--- src/rtl/counting_rr_sched_pkg.sv ---
// Shared definitions for the counting round-robin "1-2-3" sequence detector.
// Contents:
//   ST_W       - width of a detector state
//   state_t    - detector states S0..S3 (encoded 0..3)
//   next_state - next-state table applied when a symbol is consumed
//   is_hit     - true when a next state constitutes a sequence match
package counting_rr_sched_pkg;

  localparam int ST_W = 2;

  typedef enum logic [ST_W-1:0] {
    S0 = 2'd0,
    S1 = 2'd1,
    S2 = 2'd2,
    S3 = 2'd3
  } state_t;

  // Symbol 0 holds the current state in every state.
  function automatic state_t next_state(input state_t state, input logic [1:0] num);
    state_t nxt;
    nxt = state;
    case (num)
      2'd1: nxt = S1;
      2'd2: nxt = (state == S1 || state == S2) ? S2 : S0;
      2'd3: nxt = (state == S2 || state == S3) ? S3 : S0;
      default: nxt = state;
    endcase
    return nxt;
  endfunction

  function automatic logic is_hit(input state_t nxt);
    return (nxt == S3);
  endfunction

endpackage

--- src/rtl/counting_rr_arb.sv ---
// Combinational round-robin arbiter.
// Ports:
//   req_valid  - request vector
//   rr_ptr     - index with highest priority this cycle
//   grant      - one-hot grant (all-zero when nothing is requesting)
//   grant_idx  - index of the granted requester (0 when idle)
//   any_grant  - at least one request was granted
module counting_rr_arb #(
  parameter int N_REQ = 4
) (
  input  logic [N_REQ-1:0]         req_valid,
  input  logic [$clog2(N_REQ)-1:0] rr_ptr,
  output logic [N_REQ-1:0]         grant,
  output logic [$clog2(N_REQ)-1:0] grant_idx,
  output logic                     any_grant
);

  localparam int IDX_W = $clog2(N_REQ);

  // Walking from rr_ptr upward with wrap is the rotate / priority-encode /
  // rotate-back structure folded into one loop; it also handles N_REQ that
  // is not a power of two.
  always_comb begin
    int unsigned idx;
    grant     = '0;
    grant_idx = '0;
    any_grant = 1'b0;
    idx       = 0;
    for (int unsigned k = 0; k < N_REQ; k++) begin
      idx = (32'(rr_ptr) + k) % 32'(N_REQ);
      if (!any_grant && req_valid[idx]) begin
        any_grant      = 1'b1;
        grant[idx]     = 1'b1;
        grant_idx      = IDX_W'(idx);
      end
    end
  end

endmodule

--- src/rtl/counting_rr_sched.sv ---
// Time-multiplexed "1-2-3" sequence detector shared by N_REQ requesters.
// One requester per cycle is granted round-robin; its symbol runs through a
// single next-state engine while per-channel state and saturating hit
// counters live in register arrays.
// Ports:
//   clk, rst_n   - clock, asynchronous active-low reset
//   req_valid    - requester i has a symbol
//   req_num      - symbol of requester i at [2i+1:2i]
//   req_ready    - one-hot grant; symbol consumed on valid & ready
//   clr          - synchronous per-channel clear of state and counter
//   grant_id     - registered index of the last grant
//   hit_valid    - one-cycle pulse, a sequence match occurred
//   hit_id       - channel of the match (valid with hit_valid)
//   match_level  - high while channel i is in S3
//   hit_cnt      - hit counter of channel i at [(i+1)*CNT_W-1:i*CNT_W]
module counting_rr_sched
  import counting_rr_sched_pkg::*;
#(
  parameter int N_REQ = 4,
  parameter int CNT_W = 8
) (
  input  logic                     clk,
  input  logic                     rst_n,
  input  logic [N_REQ-1:0]         req_valid,
  input  logic [2*N_REQ-1:0]       req_num,
  output logic [N_REQ-1:0]         req_ready,
  input  logic [N_REQ-1:0]         clr,
  output logic [$clog2(N_REQ)-1:0] grant_id,
  output logic                     hit_valid,
  output logic [$clog2(N_REQ)-1:0] hit_id,
  output logic [N_REQ-1:0]         match_level,
  output logic [N_REQ*CNT_W-1:0]   hit_cnt
);

  localparam int IDX_W = $clog2(N_REQ);

  state_t           st  [N_REQ];
  logic [CNT_W-1:0] cnt [N_REQ];
  logic [IDX_W-1:0] rr_ptr;

  logic [N_REQ-1:0] grant;
  logic [IDX_W-1:0] gidx;
  logic             any_grant;

  logic [1:0]       g_num;
  state_t           g_state;
  state_t           g_next;
  logic             g_clr;
  logic             g_hit;

  counting_rr_arb #(.N_REQ(N_REQ)) u_arb (
    .req_valid (req_valid),
    .rr_ptr    (rr_ptr),
    .grant     (grant),
    .grant_idx (gidx),
    .any_grant (any_grant)
  );

  assign req_ready = rst_n ? grant : '0;

  // Shared next-state engine working on the granted channel.
  always_comb begin
    g_num   = 2'd0;
    g_state = S0;
    for (int unsigned i = 0; i < N_REQ; i++) begin
      if (gidx == IDX_W'(i)) begin
        g_num   = req_num[2*i +: 2];
        g_state = st[i];
      end
    end
    g_next = next_state(g_state, g_num);
    g_clr  = |(clr & grant);
    // A zero symbol holds S3 but is not a new match.
    g_hit  = any_grant && !g_clr && (g_num != 2'd0) && is_hit(g_next);
  end

  always_ff @(posedge clk or negedge rst_n) begin
    if (!rst_n) begin
      rr_ptr    <= '0;
      grant_id  <= '0;
      hit_valid <= 1'b0;
      hit_id    <= '0;
      for (int unsigned i = 0; i < N_REQ; i++) begin
        st[i]  <= S0;
        cnt[i] <= '0;
      end
    end else begin
      if (any_grant) begin
        grant_id <= gidx;
        rr_ptr   <= (gidx == IDX_W'(N_REQ-1)) ? '0 : gidx + 1'b1;
      end
      hit_valid <= g_hit;
      if (g_hit) begin
        hit_id <= gidx;
      end
      for (int unsigned i = 0; i < N_REQ; i++) begin
        if (clr[i]) begin
          st[i]  <= S0;
          cnt[i] <= '0;
        end else if (grant[i]) begin
          st[i] <= g_next;
          if (g_hit && cnt[i] != '1) begin
            cnt[i] <= cnt[i] + 1'b1;
          end
        end
      end
    end
  end

  always_comb begin
    match_level = '0;
    hit_cnt     = '0;
    for (int unsigned i = 0; i < N_REQ; i++) begin
      match_level[i]            = (st[i] == S3);
      hit_cnt[i*CNT_W +: CNT_W] = cnt[i];
    end
  end

endmodule
--- config.mk ---
export PLATFORM = sky130hd
export DESIGN_NAME = counting_rr_sched
export DESIGN_NICKNAME = d
export VERILOG_FILES = /design/src/rtl/counting_rr_sched_pkg.sv /design/src/rtl/counting_rr_arb.sv /design/src/rtl/counting_rr_sched.sv
export SDC_FILE = /design/constraint.sdc
export NUM_CORES = 1
export LEC_CHECK = 0
export BUFFER_PORTS_ARGS = -buffer_cell sky130_fd_sc_hd__buf_2
export CORE_MARGIN = 2
export CORE_UTILIZATION = 50
export CTS_BUF_LIST = sky130_fd_sc_hd__clkbuf_2 sky130_fd_sc_hd__clkbuf_4 sky130_fd_sc_hd__clkbuf_8
export CTS_CLUSTER_DIAMETER = 120
export CTS_CLUSTER_SIZE = 40
export DETAILED_ROUTE_END_ITERATION = 8
export GPL_ROUTABILITY_DRIVEN = 1
export PLACE_DENSITY = 0.73
export REMOVE_ABC_BUFFERS = 1
export SLEW_MARGIN = 0
export SYNTH_ARGS = -nofsm -noshare
export SYNTH_HDL_FRONTEND = slang
export SYNTH_SLANG_ARGS = --single-unit
--- constraint.sdc ---
create_clock -name clk -period 8.3 [get_ports clk]
set_input_delay 0.415 -clock clk [delete_from_list [all_inputs] [get_ports clk]]
set_output_delay 0.415 -clock clk [all_outputs]
set_load 0.1 [all_outputs]
==> out/qor.yml <==
synthesis:
  yosysTopAreaCell: "dfrtp_1"
  synth_top_area_share_pct: 33.2
  synth.mux.area_fraction_pct: 10.0
  yosysWarnings: 0
  async_flop_share_pct: 100
  synth_top_family_by_area: "simple AND/OR/NAND/NOR gates"
  synth_adder_area_share_pct: 6.36
  synth_xor_area_share_pct: 0
  syn_inst: 393
  synth_enable_flop_cells: 0
  ys_seq_area_share_pct: 33.2
  yosysUniqueCellTypes: 50
  synth_compound_area_share_pct: 22.3
  avgSynthCellArea_um2: 9.00
  ys_ff_latch: 47
  syn-cell-area_mm2: 0.00354
  ys.flop_type: "dfrtp_1"
  synth_top_cells_by_area: "dfrtp_1 (33%), ha_1 (6.4%), mux2i_1 (4.0%)"
  synth-simple-area-share_pct: 23.9
route:
  drt_first_pass_iters: 4
  wl_mm: 8.67
  drtIter0Drc: 334
  viasPerCell: 6.22
  wl_per_cell_um: 16.1
  detail-route-antenna-nets: 0
  drc: 0
  num_vias: 3348
critical_path:
  cp_slowest_stage_delay_ps: 1020
  cp-start-kind: "register"
  worst_setup_path_end_kind: "register"
  crit_arrival_ps: 6790
  cp_num_buf_inv: 2
  worstPathMaxFanout: 32
  critical-path-slowest-cell: "dfrtp_1"
  crit_required_ps: 8530
  crit_type: "reg2reg"
  path_cells: "inv_1 > ha_1 > mux2_2 > mux2i_1 > nand2_1 > o22ai_1 > nand2_1 > o21ai_0 > inv_1 > ha_1 > nor2b_1 > a211oi_1 > o2111ai_1 > a221o_1 > or4b_1 > a21oi_1"
  path_delay_family: "compound AO/OA/AOI/OAI gates"
grt:
  gr-total-overflow: 0
  grt_antenna_before_repair: 0
  grt_pass1_vias: 3073
  grt_pass1_wl_mm: 14.3
  grt_use_total_pct: 23.0
  grt_max_degree: 52
clock_network:
  cts_htree_levels: 2
  cts_tree: "yes"
  ctsHoldBuffers: 0
  cts.sinks: 47
  cts-root-buf: "clkbuf_8"
  clk_pin_slew_ps: 90
  clk_latency_ps: 300
  cts_inserted_buffers: 5
  postCtsSetupRepairBufs: 0
  cts_resized: 0
  max-clock-path-buffers: 2
die:
  coreArea_mm2: 0.00683
  io_pins: 63
  initial_core_util_pct: 51.8
  die-width_um: 88.1
  rows: 30
  die_h_um: 88.1
  die_area_mm2: 0.00777
placed_design:
  port_buffers: 62
  hpwl_mm: 6.15
  gp_congestion: 0.934
power:
  leakage_nw: 1.77
  cellPowerDensity_mw_per_mm2: 391
  peakVddDrop_v: 0.000282
sta:
  fin_crit_sh_pct: 79.1
  fmax_mhz: 152
  rsz0062_at_grt: "no"
  tightest_slew_ps: 1010
  setup_viol: 0
  fin_crit_ps: 6570
  slew_headroom_pct: 32.8
  fin_skew_ps: 5.49
  slew_viol_final: 0
  hold_violations: 0
  fin_tns_setup_ps: 0
hold_path:
  hp-class: "in2async"
outcome:
  status: "finished clean"
run:
  max_cap_violations: 0
final_layout:
  diodes: 0
  synthToLayoutAreaGrowth_pct: 11.7
  drive_gt1_share_pct: 21.3
  utilization_pct: 57.9
  fillers: 612
  layout.nets: 479
==> stage by stage <==
step | instances | power [W] | cell area [um2] | setup WS, ps | hold slack [ps]
after detailed placement | 532 | 0.00140 | 3880 | 1850 | 485
after global routing | 538 | 0.00167 | 3950 | 1150 | 280
final | 538 | 0.00154 | 3950 | 1730 | 212
after floorplan | 373 | 0.00116 | 3440 | 2870 | 119
after global placement | 532 | 0.00137 | 3880 | 2230 | 491
after CTS | 538 | 0.00154 | 3950 | 1820 | 247
==> metal layers <==
layer	track usage, %	up-vias	wire length [um]
met4	8.68	0	201
met3	3.30	21	469
li1	-	1590	-
met5	0	-	0
met2	37.0	114	4070
met1	31.7	1623	3930
==> kinds of logic after synthesis <==
kind of cell | Yosys count
and+or+nand+nor | 155
DFF | 47
muxes | 29
buffers and inverters | 33
adders and majority gates | 18
AOI/OAI and AO/OA | 111
==> path summary, 6_finish.rpt <==
check	from	endpoint	slack [ps]	cells after the start
setup reg to reg	rr_ptr[0]	hit_cnt[28]	1730	16
hold / removal	rst_n	hit_cnt[15]	210	2
max in group asynchronous	rst_n	hit_cnt[17]	7660	2
setup / recovery	rr_ptr[0]	hit_cnt[28]	1730	16
min in group clk	clr[2]	st[3]	470	2
hold reg to reg	grant_id[1]	grant_id[1]	500	2
==> area by class of cell <==
type / instances / area (um2) / area share (%)
tap: 96 / 120 / 3.04
sequential: 47 / 1180 / 29.8
multi-input combinational: 313 / 2210 / 56.0
inverter: 13 / 48.8 / 1.23
clock buffer: 6 / 76.3 / 1.93
timing repair buffer: 63 / 318 / 8.04
==> cell usage in the layout (no fill, tap or decap), types with 10 or more instances in the layout <==
| cell | Yosys | layout |
|---|---|---|
| ha_1 | 18 | 18 |
| nand2_1 | 32 | 32 |
| and3_1 | 10 | 10 |
| a21oi_1 | 23 | 23 |
| mux2i_1 | 14 | 14 |
| nor2b_1 | 13 | 13 |
| nand3_1 | 17 | 17 |
| o21ai_0 | 18 | 18 |
| o31ai_1 | 18 | 18 |
| mux2_2 | 11 | 11 |
| dfrtp_1 | 47 | 47 |
| inv_1 | 13 | 13 |
| buf_2 | 8 | 62 |
| nor2_1 | 28 | 28 |
| or4_1 | 15 | 15 |
| and2_1 | 10 | 10 |
==> synthesized netlist by cell type (8+ instances only) <==
cell and number:
o21ai_0 18, and3_1 10, dfrtp_1 47, o31ai_1 18
nand3_1 17, clkbuf_1 10, or4_1 15, mux2_2 11
buf_2 8, nor2b_1 13, mux2i_1 14, ha_1 18
and2_1 10, inv_1 13, a21oi_1 23, nand2_1 32
nor2_1 28
==> where the power goes <==
part,internal (W),switching (W),leakage (nW)
Clock,0.0000597,0.0000765,0.0406
Combinational,0.000347,0.000752,1.09
Sequential,0.000259,0.0000505,0.643
==> sequential cells by signal, indices dropped and copies added, names as in the netlist <==
name,cells
rr_ptr,2
hit_valid,1
hit_cnt,32
hit_id,2
st,8
grant_id,2
No activity file was read; power rests on OpenSTA's default activity.
